`src/rtl/mul_pkg.sv`:
```
// rtl/mul_pkg.sv - shared ALU definitions for the iterative multiplier and divider
//
// Purpose: state encoding for the multiplier FSM, the default operand width
// shared with div, and a two's-complement magnitude helper used by both units.
// Ports: none (package).

package mul_pkg;

  localparam int MUL_WIDTH = 32;

  typedef enum logic [1:0] {
    MUL_IDLE = 2'd0,
    MUL_RUN  = 2'd1,
    MUL_FIX  = 2'd2,
    MUL_DONE = 2'd3
  } mul_state_e;

  // -2^(W-1) maps to 2^(W-1), which is still representable as an unsigned
  // W-bit value, so no extra bit is needed.
  function automatic logic [MUL_WIDTH-1:0] twos_mag(input logic [MUL_WIDTH-1:0] v,
                                                    input logic                 is_signed);
    return (is_signed && v[MUL_WIDTH-1]) ? (~v + MUL_WIDTH'(1)) : v;
  endfunction

endpackage

```
`src/rtl/mul_addshift.sv`:
```
// rtl/mul_addshift.sv - one radix-2 step: conditional add into upper half, then shift right
//
// Purpose: combinational step of the shift-add multiplier.
// Ports:
//   acc         in   2*WIDTH  running accumulator
//   mcand       in   WIDTH    multiplicand magnitude
//   mplier      in   WIDTH    remaining multiplier bits (LSB is the current bit)
//   acc_next    out  2*WIDTH  accumulator after add and shift
//   mplier_next out  WIDTH    multiplier shifted right by one

module mul_addshift #(
  parameter int WIDTH = 32
) (
  input  logic [2*WIDTH-1:0] acc,
  input  logic [WIDTH-1:0]   mcand,
  input  logic [WIDTH-1:0]   mplier,
  output logic [2*WIDTH-1:0] acc_next,
  output logic [WIDTH-1:0]   mplier_next
);

  logic [WIDTH:0] sum;

  always_comb begin
    // Carry out of the upper-half add is kept and becomes the new MSB after the shift.
    sum         = {1'b0, acc[2*WIDTH-1:WIDTH]} + (mplier[0] ? {1'b0, mcand} : '0);
    acc_next    = {sum, acc[WIDTH-1:1]};
    mplier_next = {1'b0, mplier[WIDTH-1:1]};
  end

endmodule

```
`src/rtl/mul.sv`:
```
// rtl/mul.sv - sequential radix-2 shift-add multiplier, signed or unsigned
//
// Purpose: multiplies two WIDTH-bit operands in a fixed WIDTH+1 cycles after
// the accept edge, producing a 2*WIDTH-bit product; either half is readable.
// Ports:
//   clk      in   1      rising-edge clock
//   rst      in   1      asynchronous active-low reset
//   A        in   WIDTH  multiplicand, sampled on accept
//   B        in   WIDTH  multiplier, sampled on accept
//   start    in   1      begin operation; honoured only in IDLE or DONE
//   signctl  in   1      1 = two's complement operands, 0 = unsigned
//   high_out in   1      selects upper (1) or lower (0) product word, live
//   dout     out  WIDTH  selected product word
//   drdy     out  1      product valid until next accept or reset
//   busy     out  1      operation in progress

module mul
  import mul_pkg::*;
#(
  parameter int WIDTH = MUL_WIDTH
) (
  input  logic             clk,
  input  logic             rst,
  input  logic [WIDTH-1:0] A,
  input  logic [WIDTH-1:0] B,
  input  logic             start,
  input  logic             signctl,
  input  logic             high_out,
  output logic [WIDTH-1:0] dout,
  output logic             drdy,
  output logic             busy
);

  localparam int CW = $clog2(WIDTH);

  mul_state_e state_q, state_d;
  logic [2*WIDTH-1:0] acc_q, acc_d;
  logic [2*WIDTH-1:0] product_q, product_d;
  logic [WIDTH-1:0]   mcand_q, mcand_d;
  logic [WIDTH-1:0]   mplier_q, mplier_d;
  logic [CW-1:0]      count_q, count_d;
  logic               neg_q, neg_d;
  logic               drdy_q, drdy_d;
  logic               busy_q, busy_d;

  logic [2*WIDTH-1:0] acc_step;
  logic [WIDTH-1:0]   mplier_step;

  mul_addshift #(.WIDTH(WIDTH)) u_addshift (
    .acc         (acc_q),
    .mcand       (mcand_q),
    .mplier      (mplier_q),
    .acc_next    (acc_step),
    .mplier_next (mplier_step)
  );

  always_comb begin
    state_d   = state_q;
    acc_d     = acc_q;
    product_d = product_q;
    mcand_d   = mcand_q;
    mplier_d  = mplier_q;
    count_d   = count_q;
    neg_d     = neg_q;
    drdy_d    = drdy_q;
    busy_d    = busy_q;

    case (state_q)
      MUL_IDLE, MUL_DONE: begin
        if (start) begin
          mcand_d  = twos_mag(A, signctl);
          mplier_d = twos_mag(B, signctl);
          neg_d    = signctl & (A[WIDTH-1] ^ B[WIDTH-1]);
          acc_d    = '0;
          count_d  = '0;
          drdy_d   = 1'b0;
          busy_d   = 1'b1;
          state_d  = MUL_RUN;
        end
      end
      MUL_RUN: begin
        acc_d    = acc_step;
        mplier_d = mplier_step;
        count_d  = count_q + CW'(1);
        if (count_q == CW'(WIDTH - 1)) begin
          state_d = MUL_FIX;
        end
      end
      MUL_FIX: begin
        // Sign is applied once, on the full product; a zero magnitude stays zero.
        product_d = neg_q ? (~acc_q + (2*WIDTH)'(1)) : acc_q;
        drdy_d    = 1'b1;
        busy_d    = 1'b0;
        state_d   = MUL_DONE;
      end
      default: state_d = MUL_IDLE;
    endcase
  end

  always_ff @(posedge clk or negedge rst) begin
    if (!rst) begin
      state_q   <= MUL_IDLE;
      acc_q     <= '0;
      product_q <= '0;
      mcand_q   <= '0;
      mplier_q  <= '0;
      count_q   <= '0;
      neg_q     <= 1'b0;
      drdy_q    <= 1'b0;
      busy_q    <= 1'b0;
    end else begin
      state_q   <= state_d;
      acc_q     <= acc_d;
      product_q <= product_d;
      mcand_q   <= mcand_d;
      mplier_q  <= mplier_d;
      count_q   <= count_d;
      neg_q     <= neg_d;
      drdy_q    <= drdy_d;
      busy_q    <= busy_d;
    end
  end

  // Only the registered product feeds dout, so both words can be read in DONE
  // by flipping high_out without any extra cycles.
  assign dout = high_out ? product_q[2*WIDTH-1:WIDTH] : product_q[WIDTH-1:0];
  assign drdy = drdy_q;
  assign busy = busy_q;

endmodule

```
`config.mk`:
```
export PLATFORM = sky130hd
export DESIGN_NAME = mul
export DESIGN_NICKNAME = d
export VERILOG_FILES = /design/src/rtl/mul_pkg.sv /design/src/rtl/mul_addshift.sv /design/src/rtl/mul.sv
export SDC_FILE = /design/constraint.sdc
export NUM_CORES = 1
export LEC_CHECK = 0
export ABC_AREA = 1
export CORE_ASPECT_RATIO = 1.4
export CORE_MARGIN = 2
export CORE_UTILIZATION = 66
export DETAILED_ROUTE_END_ITERATION = 6
export GPL_TIMING_DRIVEN = 0
export PLACE_DENSITY_LB_ADDON = 0.12
export SLEW_MARGIN = 20
export SYNTH_ARGS = -nofsm -noshare
export SYNTH_HDL_FRONTEND = slang
export SYNTH_HIERARCHICAL = 1
export SYNTH_SLANG_ARGS = --single-unit
```
`constraint.sdc`:
```
create_clock -name clk -period 5.4 [get_ports clk]
set_input_delay 1.08 -clock clk [delete_from_list [all_inputs] [get_ports clk]]
set_output_delay 1.08 -clock clk [all_outputs]
set_load 0.03 [all_outputs]
```
==> summary.md, run 1 <==
| Metric | Value |
|---|---|
| Status | completed |
| Clk pwr share | 15.6% |
| Synth top area share | 32.9% |
| Clk_skew | 0.0129 ns |
| Final Util | 76.0% |
| Worst R2R End | acc_q[52]$_DFFE_PN0P_ |
| Sequential share of the synthesized area | 32.9% |
| Final Max Tran Viols | 0 |
| Hold path start | mcand_q[28]$_DFFE_PN0P_ |
| Remaining global-route overflow | 0 |
| Placed instance count | about 2800 |
| WHS | 0.481 ns |
| Cell-internal power | around 0.0047 W |
| Height of the die | 185 um |
| Cells on worst reg2reg path | 15 |
| VDD IR max | approximately 0.38 mV |
| Via count | around 16000 |
| Largest net degree at the start of global routing | 105 |
| Synth Warn # | 6 |
| Combinational share of power | 58.3% |
| Number of library cell types mapped by synthesis | 53 |
| Data required, critical path | 4.32 ns |
| Resize count post-CTS | 0 |
| H-Tree Depth | 1 |
| CTS buffer count | 21 |
| GR Util All Layers | 41.9% |
| Worst path cell trace | buf_2 > buf_1 > mux2_2 > clkdlybuf4s50_1 |
| WS Path Type | in2out |
| Layout Cells excl Fill | 2793 |
| Routed vias/inst | 5.78 |
| Global-route wire length before repair | roughly 80000 um |
| Die area | 0.0245 mm^2 |
| CTS tree | done |
| Max-Cap Viols | 0 |
| Clk sink count | roughly 200 |
| CP arrival | 2.74 ns |
| ANT nets after route | 0 |
| Drt total wl | just over 50000 um |
| Worst slew pin tran | 1.23 ns |
| Routability congestion estimate | around 1.1 |
| CP Launch Type | input port |
| Crit Path Max Fanout | 10 |
| Hold Path Class | reg2reg |
| RSZ-0062 raised after global routing | no |
| Final period util | around 71% |
| Hold Fails Final Rpt | 0 |
| Switching power | approximately 0.0049 W |
| Cell Pwr Density | 548 mW/mm^2 |
| Pwr Total | 0.00960 W |
| Fmax achieved | 262 MHz |
| Setup bufs post-CTS | 0 |
| Pleak | 9.48 nW |
| Initial Utilization | 66.7% |
| # IOs | between 100 and 150 |
| Root Buffer Master | clkbuf_16 |
| Cell Area, Synth | around 0.015 mm^2 |
| Sequential share of power | 26.1% |
| Latest clock arrival within the worst-skew pair | 0.52 ns |
| Site Rows | 66 |
| Post-DR wirelength/cell | 18.4 um |
| Asr flop ratio synth | 100% |
| WHS Endpoint | mcand_q[28]$_DFFE_PN0P_ |
| Synth Net Count | 2456 |
| DRT Pass-1 Iters | 6 |
| Sw frac | 50.7% |
| Slowest Stage Delay on Critical Path | 0.60 ns |
| # hold bufs at CTS | 0 |
| Synth area leaders | dfrtp_1, nand2_1, nand3_1 |
| Initial antenna violation count | 1 |
| Number of enable flip-flop cells after synthesis | 0 |
| Hold Path Stages | 2 |
| # DRC | 0 |
| Final setup viols | 0 |
| DR iter-0 viols | approximately 1300 |
| Element type at the critical path end | output port |
| Dpl hpwl | 40700 um |
| Reg2reg start | mplier_q[0]$_DFFE_PN0P_ |
| Slowest cell on the critical path | clkdlybuf4s50_1 |
| Final Cell Area | 0.0175 mm^2 |
| Predominant post-synthesis flop cell | dfrtp_1 |
| Seq cells post-synth | 202 |
| R2R Setup Slk | between 2 and 3 ns |
| P&R area growth vs syn | 13.9% |
| Buffers on Ports | 101 |
| Fraction of layout cells with a size suffix above 1 | 9.01% |
| Number of global-route vias before repair | 15600 |
| Relative slew margins | 17.4% |
| Fin crit period | roughly 3.8 ns |
| Die width | 133 um |
| CORE AREA | 0.0230 mm^2 |
| Fin nets | 2581 |
| Top cell type by total area after synthesis | dfrtp_1 |
| Mapped Cells | 2346 |
| Post-DP Area | 0.0168 mm^2 |
| Clk buf depth | 3 |
| Clock slew at reported path FFs | 0.06 ns |
| Average cell area after synthesis | 6.55 um^2 |
==> cells in the mapped netlist, types with 24 or more instances <==
| master | instances |
|---|---|
| nand2_1 | 741 |
| inv_1 | 273 |
| nor2_1 | 250 |
| nand3_1 | 226 |
| dfrtp_1 | 202 |
| o21ai_0 | 165 |
| buf_4 | 66 |
| a21oi_1 | 55 |
| xor2_1 | 52 |
| ha_1 | 40 |
| clkbuf_1 | 39 |
| nand4_1 | 36 |
| buf_2 | 24 |
==> metal layers <==
metal	global-route usage, %	routed length, um	vias up
met4	33.2	4530	0
met5	0	0	-
met2	73.6	25200	766
met3	6.85	3240	220
met1	44.6	18400	7466
li1	-	-	7681
==> cell families (layout without fill, tap and decap cells) <==
family,Yosys count,in the layout,synth area share (%)
DFF,202,202,32.9
AOI/OAI and AO/OA,276,276,9.87
xor gates and xnor gates,57,57,3.25
other,1,2,0.0244
and+or+nand+nor,1331,1331,37.0
adders and majority gates,41,41,3.39
muxes,18,18,1.32
buffers and inverters,420,560,12.3
==> area by class of cell <==
cell class / count / area (um^2)
inverter: 281 / 1060
tap: 306 / 383
clock inverter: 13 / 145
sequential: 202 / 5050
antenna: 1 / 2.50
multi-input combinational: 1724 / 8430
buffer: 139 / 831
clock buffer: 25 / 561
timing repair buffer: 102 / 1040
fill: 1759 / 5530
==> worst max-delay path by stage <==
stage,from,to,depth (start not counted)
after global routing,high_out,dout[5],5
after floorplan,high_out,dout[31],3
after global placement,rst,acc_q[2]$_DFFE_PN0P_,1
after CTS,high_out,dout[30],4
after detailed placement,high_out,dout[30],4
final,high_out,dout[30],4
==> sequential cells by signal, indices dropped and copies added, names as in the netlist <==
name	count
acc_q	64
busy	1
count_q	5
drdy	1
mcand_q	32
mplier_q	32
neg_q	1
product_q	64
state_q	2
==> stage by stage <==
step	setup TNS, ns	setup WS [ns]
floorplan	0	2.16
global placement	-941.35	-4.68
detailed placement	0	1.58
CTS	0	1.58
global route	0	1.50
finish	0	1.58
==> worst max-delay path: cells and delay by family <==
family	cells	cell delay, ns
mux	1	0.40
buf+inv	3	1.25
==> cells in the final DEF (no fill, tap or decap), types with 3 or more instances in the layout <==
cell type        instances
a21oi_1                 55
a31oi_1                 13
buf_1                    5
buf_2                   24
buf_4                   66
buf_6                    4
clkbuf_1                41
clkbuf_16               21
clkdlybuf4s50_1        100
clkinv_2                 4
clkinv_4                 4
dfrtp_1                202
ha_1                    40
inv_1                  273
inv_2                    5
mux2_2                  18
nand2_1                741
nand2_2                 23
nand3_1                226
nand3_2                  5
nand3b_1                 4
nand4_1                 36
nor2_1                 250
nor2_2                   8
nor2_4                  10
nor3_1                  10
o211ai_1                12
o21a_1                   3
o21ai_0                165
o21ai_1                 10
o21ai_2                  5
o21bai_1                 3
or2_1                    3
or2_2                    3
xnor2_1                  5
xor2_1                  52
==> power groups by stage <==
stage	sequential (W)	combinational, W	clock [W]
2_1_floorplan	0.00234	0.00383	0
3_3_place_gp	0.00248	0.00525	0
3_5_place_dp	0.00250	0.00543	0
4_1_cts	0.00248	0.00546	0.00150
5_1_grt	0.00254	0.00613	0.00155
6_report	0.00250	0.00560	0.00150
Note: power is estimated with default switching activity, not from simulation.
==> inputs of run 2 (changes only) <==
- CORE_UTILIZATION: 66 -> 61
- clock period: 5.4 -> 3.9 ns (I/O delays scaled with it)
==> summary.md, run 2 (synthesis gave the netlist of run 1 again) <==
| Metric | Value |
|---|---|
| Routability congestion estimate | about 1.0 |
| Height of the die | 192 um |
| CP arrival | 2.48 ns |
| Site Rows | 68 |
| CORE AREA | 0.0248 mm^2 |
| Hold Fails Final Rpt | 0 |
| # IOs | 103 |
| ANT nets after route | 0 |
| Root Buffer Master | clkbuf_16 |
| RSZ-0062 raised after global routing | no |
| Register area | 0.00505 mm^2 |
| Routed met1 length | 18800 um |
| Element type at the critical path end | output port |
| Global-route wire length before repair | around 81000 um |
| Dpl ws | 0.651 ns |
| Layout Cells excl Fill | 2803 |
| Final period util | 83.7% |
| Fin nets | 2583 |
| CP Launch Type | input port |
| Resize count post-CTS | 0 |
| Remaining global-route overflow | 0 |
| Final Max Tran Viols | 0 |
| Largest registers | acc_q: 64 flops, product_q: 64 flops |
| Relative slew margins | about 41% |
| H-Tree Depth | 1 |
| Setup Total Neg Slack | 0 ns |
| Routed vias/inst | between 5 and 6 |
| Placed instance count | 2764 |
| Post-DR wirelength/cell | roughly 18 um |
| Largest net degree at the start of global routing | 87 |
| GR Util All Layers | 38.6% |
| Worst slew pin tran | slightly below 0.9 ns |
| Top Layer Used | met4 |
| Met2 wire length | around 26000 um |
| # DRC | 0 |
| Final setup viols | 0 |
| Die width | around 140 um |
| Pwr Total | 0.0134 W |
| Setup bufs post-CTS | 0 |
| P&R area growth vs syn | 14.4% |
| Status | completed |
| Initial Utilization | a little over 60% |
| Clk sink count | 202 |
| WHS | 0.145 ns |
| Via count | 16000 |
| Buffers on Ports | 101 |
| CTS buffer count | 22 |
| Clock slew at reported path FFs | about 0.06 ns |
| Drt total wl | ~50000 um |
| DRT Pass-1 Iters | 7 |
| Met3 WL | just under 3000 um |
| Initial antenna violation count | 1 |
| Final worst setup slack | between 0.6 and 0.7 ns |
| VDD IR max | around 0.44 mV |
| Pleak | 9.51 nW |
| Most frequent cells in the layout | nand2_1, inv_1, nor2_1 |
| DR iter-0 viols | 1292 |
| # hold bufs at CTS | 0 |
| # fillers | 2091 |
| Fmax achieved | around 300 MHz |
| Clk buf depth | 3 |
| WS Path Type | in2out |
| Fin crit period | 3.26 ns |
| Multi-input combinational cell area | 0.00843 mm^2 |
| Dpl hpwl | 41200 um |
| CTS tree | done |
| Cells on worst reg2reg path | 15 |
| Clk_skew | 0.0152 ns |
| Most frequent standard cell in the layout excluding fill and tap cells | nand2_1 |
| Die area | 0.0265 mm^2 |
| Latest clock arrival within the worst-skew pair | between 0.5 and 0.6 ns |
| Fraction of layout cells with a size suffix above 1 | 8.97% |
| Number of global-route vias before repair | 15600 |
| Data required, critical path | ~3.1 ns |
| Cell Pwr Density | about 760 mW/mm^2 |
| Max-Cap Viols | 0 |
| Hold Path Class | in2async |
| Crit Path Max Fanout | 10 |
==> run 2: changes by cell type in the layout (fill, tap and decap cells not counted), sizes merged <==
cell	before	now
bufinv	2	3
inv	280	278
clkbuf	65	69
clkinvlp	2	0
clkinv	10	9
buf	101	102
==> run 2: layout make-up <==
cell class | instances | share of cell area, %
multi-input combinational | 1724 | 48.0
sequential | 202 | 28.8
timing repair buffer | 103 | 6.09
inverter | 281 | 6.01
buffer | 139 | 4.73
clock buffer | 29 | 3.45
tap | 315 | 2.24
clock inverter | 9 | 0.747
antenna | 1 | 0.0142
==> run 2: routing by layer <==
layer,vias up,GRT usage (%)
li1,7676,-
met1,7465,43.0
met2,668,69.8
met3,181,3.71
met4,0,26.9
met5,-,0
==> run 2: final timing paths <==
path	slack, ns	start	to
max	0.64	high_out	dout[14]
min	0.14	rst	product_q[0]$_DFFE_PN0P_
max in group asynchronous	2.99	rst	acc_q[0]$_DFFE_PN0P_
min in group clk	0.48	mcand_q[16]$_DFFE_PN0P_	mcand_q[16]$_DFFE_PN0P_
max reg2reg	1.12	mplier_q[0]$_DFFE_PN0P_	acc_q[60]$_DFFE_PN0P_
min reg2reg	0.48	mcand_q[16]$_DFFE_PN0P_	mcand_q[16]$_DFFE_PN0P_
==> run 2: stage by stage <==
stage                     cell area [um^2]  util [%]
final                                17600      71.0
after global routing                 17600      71.0
after CTS                            17600      71.0
after detailed placement             16800      68.0
after global placement               16800      67.8
after floorplan                      15400         -
==> run 2: power breakdown <==
group          switching [W]  total, W  internal (W)
Combinational        0.00518   0.00771       0.00253
Clock               0.000879   0.00217       0.00129
Sequential          0.000620   0.00347       0.00285
==> run 2: worst max-delay path, stage by stage <==
cell             delay [ns]
buf_2                  0.20
buf_1                  0.44
nor2_1                 0.10
a21oi_1                0.23
clkdlybuf4s50_1        0.73
